### src/rtl/serial_accumulator_pkg.sv
// serial_accumulator_pkg: default widths and FSM encoding for the bit-serial accumulator
package serial_accumulator_pkg;
  localparam int SER_IN_W = 8;
  localparam int SER_ACC_W = 16;
  typedef enum logic [1:0] {ST_IDLE, ST_LOAD, ST_EXT, ST_DONE} state_t;
endpackage

### src/rtl/serial_accumulator_full_adder.sv
// full_adder: one-bit adder slice with enable, shared by the serial datapaths
module full_adder (
  input  logic a,
  input  logic b,
  input  logic cin,
  input  logic en,
  output logic s,
  output logic cout
);
  assign s = en & (a ^ b ^ cin);
  assign cout = en & ((a & b) | (cin & (a ^ b)));
endmodule

### src/rtl/serial_accumulator.sv
// serial_accumulator: LSB-first signed operand added into a rotating accumulator one bit per beat
module serial_accumulator
  import serial_accumulator_pkg::*;
#(
  parameter int IN_W = SER_IN_W,
  parameter int ACC_W = SER_ACC_W
) (
  input  logic             clk,
  input  logic             rst_n,
  input  logic             clr,
  input  logic             in_valid,
  input  logic             in_bit,
  input  logic             in_first,
  output logic             in_ready,
  output logic [ACC_W-1:0] acc_out,
  output logic             acc_valid,
  output logic             busy,
  output logic             ovf
);
  localparam int CW = $clog2(ACC_W);
  localparam logic [CW-1:0] IN_LAST = CW'(IN_W - 1);
  localparam logic [CW-1:0] ACC_LAST = CW'(ACC_W - 1);
  state_t state, state_nx;
  logic [ACC_W-1:0] acc;
  logic [CW-1:0] cnt;
  logic carry, sign, accept, add, last_in, fa_a, fa_cin, fa_s, fa_cout;
  assign in_ready = (state == ST_IDLE || state == ST_LOAD) && !clr;
  assign accept = in_valid && in_ready;
  assign last_in = state == ST_LOAD && accept && cnt == IN_LAST;
  assign add = (state == ST_IDLE && accept && in_first) || (state == ST_LOAD && accept) || state == ST_EXT;
  // Sign extension feeds the remembered MSB once the operand is exhausted
  assign fa_a = state == ST_EXT ? sign : in_bit;
  assign fa_cin = state == ST_IDLE ? 1'b0 : carry;
  full_adder u_fa (.a(fa_a), .b(acc[0]), .cin(fa_cin), .en(1'b1), .s(fa_s), .cout(fa_cout));
  assign acc_out = acc;
  assign acc_valid = state == ST_DONE;
  assign busy = state != ST_IDLE;
  always_ff @(posedge clk or negedge rst_n)
    if (!rst_n) state <= ST_IDLE;
    else state <= clr ? ST_IDLE : state_nx;
  always_comb begin
    state_nx = state;
    case (state)
      ST_IDLE: state_nx = add ? ST_LOAD : ST_IDLE;
      ST_LOAD: state_nx = last_in ? (ACC_W > IN_W ? ST_EXT : ST_DONE) : ST_LOAD;
      ST_EXT:  state_nx = cnt == ACC_LAST ? ST_DONE : ST_EXT;
      default: state_nx = ST_IDLE;
    endcase
  end
  always_ff @(posedge clk or negedge rst_n)
    if (!rst_n) begin
      acc <= '0;
      cnt <= '0;
      carry <= 1'b0;
      sign <= 1'b0;
      ovf <= 1'b0;
    end else if (clr) begin
      acc <= '0;
      cnt <= '0;
      carry <= 1'b0;
      ovf <= 1'b0;
    end else begin
      if (add) begin
        acc <= {fa_s, acc[ACC_W-1:1]};
        carry <= fa_cout;
        cnt <= cnt + 1'b1;
        if (cnt == ACC_LAST) ovf <= ovf | (fa_cin ^ fa_cout);
      end
      if (last_in) sign <= in_bit;
      if (state == ST_DONE) begin
        carry <= 1'b0;
        cnt <= '0;
      end
    end
endmodule

### config.mk
export PLATFORM = sky130hd
export DESIGN_NAME = serial_accumulator
export DESIGN_NICKNAME = d
export VERILOG_FILES = /design/src/rtl/serial_accumulator_pkg.sv /design/src/rtl/serial_accumulator_full_adder.sv /design/src/rtl/serial_accumulator.sv
export SDC_FILE = /design/constraint.sdc
export NUM_CORES = 1
export LEC_CHECK = 0
export CAP_MARGIN = 0
export CORE_UTILIZATION = 44
export DETAILED_ROUTE_END_ITERATION = 6
export PLACE_DENSITY = 0.74
export SLEW_MARGIN = 0
export SYNTH_ARGS = -nofsm -noshare
export SYNTH_HDL_FRONTEND = slang
export SYNTH_SLANG_ARGS = --single-unit
### constraint.sdc
create_clock -name clk -period 1.61 [get_ports clk]
set_input_delay 0.322 -clock clk [delete_from_list [all_inputs] [get_ports clk]]
set_output_delay 0.322 -clock clk [all_outputs]
set_load 0.005 [all_outputs]
-- Yosys cells after proc, flatten, opt, wreduce, memory -nomap -nowiden
Index checks and enable logic that the tools add are counted.
- flip-flop bits (word level): 25
- output and inout port bits: 20
- equality and inequality tests: 5
- add/sub/neg operators: 1
- reduce and logical (&&, ||, !) cells: 17
- multiplexer cells: 18
- bitwise logic cells: 8
- operator list (operator ; count):
    $mux W16 ; 2
    $mux W4 ; 3
    $mux W1 ; 10
    $logic_and A1 B1 Y1 ; 6
    $pmux W2 S3 ; 1
    $reduce_bool A2 Y1 ; 3
    $add A4 B1 Y4 const B ; 1
    $eq A2 B2 Y1 const B ; 2
    $eq A4 B3 Y1 const B ; 1
    $eq A4 B4 Y1 const B ; 1
    $mux W2 ; 2
    $reduce_and A2 Y1 ; 2
    $logic_or A1 B1 Y1 ; 3
    $reduce_bool A3 Y1 ; 1
    $xor A1 B1 Y1 ; 3
    $and A1 B1 Y1 ; 2
    $eq A2 B1 Y1 const B ; 1
    $logic_not A2 Y1 ; 1
    $or A1 B1 Y1 ; 2
    $logic_not A1 Y1 ; 1
    $not A1 Y1 ; 1

-- Longest topological paths before layout
- depth after elaboration: 11
- gate-level depth with buffers: 7
- mapped depth without buffers: 6

-- Modules after synthesis
From an unflattened synthesis, not the netlist that was laid out.
- cell total of the unflattened synthesis: 111
- area, all modules: 1234.9 sq um
- by module, submodules not included (module ; cells each ; times used ; sequential area each (sq um) ; area each (sq um)):
    serial_accumulator ; 108 ; 1 ; 625.6 ; 1202.4
    full_adder ; 3 ; 1 ; 0.0 ; 32.5

-- Worst setup path before layout
OpenSTA, ideal clock, no wires.
- kind: register to register
- start point: register state[0]
- end point: register ovf
- clock period less this slack: 1632 ps
- stages on the path, launching flop included: 8
- setup time: 127 ps
- path slack: -22 ps
- buffers on the path: 1
- arrival: 1505 ps
- cell sequence: dfrtp_1 buf_2 nand2b_1 mux2i_1 fa_1 xor2_1 nand4b_1 o21ai_0
- longest elaborated chain between the ends: 10
- elaborated cells between the ends (all ways): 24
- ends and longest elaborated chain (what ; RTL line ; RTL):
    start: declaration ; serial_accumulator.sv:23 ; state_t state, state_nx;
    start signal: assignment ; serial_accumulator.sv:40 ; else state <= clr ? ST_IDLE : state_nx;
    $eq A2 B2 Y1 (tied with other cells) ; serial_accumulator.sv:30, serial_accumulator.sv:32 ;
    $mux W1 or $logic_or A1 B1 Y1 (tied branches) ; serial_accumulator.sv:32, serial_accumulator.sv:27 ;
    $xor A1 B1 Y1 or $logic_and A1 B1 Y1 (tied branches) ; serial_accumulator_full_adder.sv:11, serial_accumulator.sv:27 ;
    $and A1 B1 Y1 or $logic_and A1 B1 Y1 (tied branches) ; serial_accumulator_full_adder.sv:11, serial_accumulator.sv:28 ;
    $or A1 B1 Y1 or $logic_and A1 B1 Y1 (tied branches) ; serial_accumulator_full_adder.sv:11, serial_accumulator.sv:30 ;
    $xor A1 B1 Y1 or $logic_and A1 B1 Y1 (tied branches) ; serial_accumulator.sv:67, serial_accumulator.sv:30 ;
    $or A1 B1 Y1 or $logic_or A1 B1 Y1 (tied branches) ; serial_accumulator.sv:67, serial_accumulator.sv:30 ;
    $mux W1 or $logic_or A1 B1 Y1 (tied branches) ; serial_accumulator.sv:67, serial_accumulator.sv:30 ;
    $mux W1 or $reduce_bool A2 Y1 (tied branches) ; n/a ;
    $mux W1 or $reduce_and A2 Y1 (tied branches) ; n/a ;
    end signal: assignment ; serial_accumulator.sv:67 ; if (cnt == ACC_LAST) ovf <= ovf | (fa_cin ^ fa_cout);
    end: declaration ; serial_accumulator.sv:18 ; output logic ovf
Several ways; a longest one is shown, not always the timed one. The select of a mux whose other input is x is not followed.
A chain may end at the register's enable or synchronous reset.

-- Final worst setup path
- start point: register state[1]
- end point: register acc[15] (netlist: acc_out[15])
- longest elaborated chain between the ends: 9
- elaborated cells between the ends (all ways): 18
- ends and longest elaborated chain (what ; RTL line ; RTL):
    $eq A2 B1 Y1 or $logic_not A2 Y1 (tied branches) ; serial_accumulator.sv:27, serial_accumulator.sv:30, serial_accumulator.sv:33 ;
    $logic_or A1 B1 Y1 ; serial_accumulator.sv:27 ; assign in_ready = (state == ST_IDLE || state == ST_LOAD) && !clr;
    $logic_and A1 B1 Y1 ; serial_accumulator.sv:27 ;
    $logic_and A1 B1 Y1 ; serial_accumulator.sv:28 ; assign accept = in_valid && in_ready;
    $logic_and A1 B1 Y1 (2 in series) ; serial_accumulator.sv:30 ; assign add = (state == ST_IDLE && accept && in_first) || (state == ST_LOAD && accept) || state == ST_EXT;
    $logic_or A1 B1 Y1 (2 in series) ; serial_accumulator.sv:30 ;
    $reduce_bool A2 Y1 (no line) ; n/a ;
    end signal: assignment ; serial_accumulator.sv:64 ; acc <= {fa_s, acc[ACC_W-1:1]};
    end: declaration ; serial_accumulator.sv:24 ; logic [ACC_W-1:0] acc;
Several ways; a longest one is shown, not always the timed one. The select of a mux whose other input is x is not followed.

==> impl_results.rst <==
.. list-table::
   :header-rows: 1

   * - Metric
     - Value
   * - Worst setup path class
     - register to register
   * - Count of final setup violators
     - 3
   * - Global-route wire length before repair
     - 4298 um
   * - Inst Count DP
     - 179
   * - Fin crit share
     - 105.8%
   * - Maximum clock insertion buffer count
     - 2
   * - Vias post-DR
     - 1003
   * - Worst endpoint required time
     - 1.85 ns
   * - Height of the die
     - 54.33 um
   * - Horizontal extent of the die
     - 54.33 um
   * - Unrepaired setup endpoints after global routing
     - true
   * - # hold bufs at CTS
     - 0
   * - # rows
     - 18
   * - Overflow left after global routing
     - 0
   * - Sort of element at the end of the critical path
     - register
   * - Tightest Pin Transition
     - 0.3338 ns
   * - Critical Path AT
     - 1.94 ns
   * - HPWL after DPL
     - 1887 um
   * - Endpoints failing hold
     - 0
   * - Leading cell type in the layout, fill and taps excluded
     - sky130_fd_sc_hd__dfrtp_1
   * - DRT iter0 DRCs
     - 10
   * - Layout Cells excl Fill
     - 188
   * - Fillers
     - 213
   * - Maximum resistive drop on vdd
     - 0.0005617 V
   * - Routability Congestion
     - 0.7724
   * - Vias per Instance
     - 5.335
   * - Yosys warns
     - 0
   * - Clock skew after layout
     - 0.003425 ns
   * - Total design power
     - 1.060 mW
   * - Number of input and output port buffers inserted
     - 25
   * - Total negative slack for setup checks
     - -0.1847 ns
   * - TritonCTS clock tree
     - done
   * - Top achievable clock speed
     - 587.3 MHz
   * - Count of distinct cell types in the synthesized netlist
     - 31
   * - Startpoint class of the critical path
     - register
   * - Max H-tree Level
     - 1
   * - Nets@finish
     - 167
   * - Final worst slack
     - -0.09268 ns
   * - Clock network latency to the later pin of the worst-skew pair
     - 0.31 ns
   * - Post-synth net total
     - 122
   * - Area of the die
     - 2952 um2
   * - Core area
     - 2522 um2
   * - Effective utilization at floorplan
     - 47.77%
   * - Sink count of the clock tree
     - 25
   * - Clk root buf
     - sky130_fd_sc_hd__clkbuf_4
   * - Total power divided by cell area
     - 632.4 nW/um2
   * - Leading cell types in the layout, fill and taps excluded
     - sky130_fd_sc_hd__dfrtp_1 (24), sky130_fd_sc_hd__nand2_1 (21), sky130_fd_sc_hd__clkdlybuf4s50_1 (21), sky130_fd_sc_hd__buf_4 (20), sky130_fd_sc_hd__mux2i_1 (14)
   * - Antenna Violating Nets Remaining
     - 0
   * - Cell count after synthesis
     - 114
   * - Clock buffers created by TritonCTS
     - 3
   * - Static leakage power
     - 0.8289 nW
   * - Max cap viols
     - 0
   * - Antenna diode count
     - 0
   * - Outcome
     - finished, violations left
   * - Post-route minimum period
     - 1.703 ns
   * - Failing checks
     - setup timing
   * - First-pass iteration count of the detailed router
     - 4
   * - IO Pins
     - 26
   * - CTS clk-pin slew, worst paths
     - 0.13 ns
   * - Fraction of the yosys area taken by sequential cells
     - 51.92%
   * - Post-Syn Area per Cell
     - 10.57 um2
   * - Max FO, Critical Path
     - 3
   * - Layout overhead on the synthesized area
     - 39.15%
   * - Relative slew slack
     - 77.75%
   * - Overall global routing resource usage
     - 20.27%
   * - Average wire per cell in the routed design
     - 14.19 um
   * - Worst hold path type
     - input port to asynchronous set/reset pin
   * - Flop and latch count out of synthesis
     - 25
   * - DRC violations left
     - 0
   * - Pin count of the biggest net entering global routing
     - 26
   * - Count of final max-slew check failures
     - 0
   * - Share of cells above drive strength 1
     - 25.95%
   * - Antenna violations before repair
     - 0
   * - Total Wirelength
     - 2667 um
   * - Cell area after technology mapping
     - 1205 um2
   * - Via count of the first global-routing pass
     - 993
## cell usage after synthesis (all sizes together)
master,instances,area (um2)
dfrtp,25,625.6
nand2,22,82.58
mux2i,15,150.1
nor2,7,26.28
a21oi,6,30.03
buf,6,41.28
o21ai,4,20.02
inv,3,11.26
nand4b,3,26.28
a211oi,2,15.01
a31o,2,17.52
nand2b,2,20.02
nor3,2,10.01
a31oi,1,6.260
a41o,1,10.01
and2,1,8.760
and3,1,6.260
clkbuf,1,3.750
clkinv,1,3.750
fa,1,20.02
ha,1,12.51
mux2,1,11.26
nand3,1,5.000
nand4,1,6.260
o21bai,1,11.26
o22a,1,8.760
or2,1,6.260
xor2,1,8.760
## power by group
| part | total, mW | internal [mW] | switching (mW) |
|---|---|---|---|
| clock network | 0.281 | 0.0968 | 0.184 |
| registers | 0.642 | 0.636 | 0.00616 |
| logic | 0.138 | 0.0711 | 0.0667 |
| total | 1.06 | 0.804 | 0.257 |
## area by class of cell
| class | instances | area [um2] | area share, % |
|---|---|---|---|
| flip-flops and latches | 25 | 626.9 | 37.39 |
| multi-input cells | 78 | 545.5 | 32.54 |
| repair buffers | 47 | 425.4 | 25.37 |
| well taps | 30 | 37.54 | 2.239 |
| clock buffers | 4 | 26.28 | 1.567 |
| inverters | 4 | 15.01 | 0.8955 |
## per-layer routing
layer	routed length, um	GRT usage (%)	share of wire, %	vias up
met1	1117	24.51	42	499
met2	1420	36.59	53	19
met3	117	3.333	4.4	2
met4	11	5.983	0.41	0
li1	-	-	-	483
met5	0	0	0	-
## worst max-delay path, stage by stage (launching register included)
cell                       delay, ns
sky130_fd_sc_hd__dfrtp_2        0.45
sky130_fd_sc_hd__buf_4          0.15
sky130_fd_sc_hd__nand2b_4       0.06
sky130_fd_sc_hd__mux2i_2        0.26
sky130_fd_sc_hd__fa_2           0.48
sky130_fd_sc_hd__a211oi_2       0.23
## sequential cells by signal, summed over array words and instances, names as in the netlist
register	cells
carry	1
cnt	4
ovf	1
acc_out	16
state	2
sign	1
## final timing paths
path,to,depth (start not counted),slack [ns],startpoint
max in group asynchronous,state[1],2,1.00,rst_n
setup / recovery,acc_out[15],5,-0.09,state[1]
hold / removal,cnt[3],2,0.35,rst_n
setup reg to reg,acc_out[15],5,-0.09,state[1]
min in group clk,acc_out[15],3,0.47,clr
hold reg to reg,ovf,2,0.54,ovf
## through the flow
step	instance area, um2	setup WS, ns	utilization [%]	hold slack, ns
global route	1677	-0.1608	66.47	0.3914
finish	1677	-0.09268	66.47	0.3510
CTS	1665	-0.1018	66.02	0.3550
floorplan	1207	0.02996	-	0.02641
global placement	1590	-0.1615	63.05	0.4999
detailed placement	1590	-0.2222	63.05	0.5084
## repair_timing
action                     4_1_cts  5_1_grt
gates resized for setup         14        5
setup endpoints to repair        5        6
buffers inserted                 5        0
pin swaps                        4        0
## cell families (layout without fill, tap and decap cells)
kind of cell | count (synthesis) | count (layout) | synth area share, %
buf+inv | 11 | 55 | 4.983
compound gates | 18 | 18 | 9.866
mux | 16 | 16 | 13.40
simple gates | 41 | 41 | 16.41
flops | 25 | 25 | 51.92
xor+xnor | 1 | 1 | 0.7270
fa+ha+maj | 2 | 2 | 2.700
(Power assumes the default switching activity.)
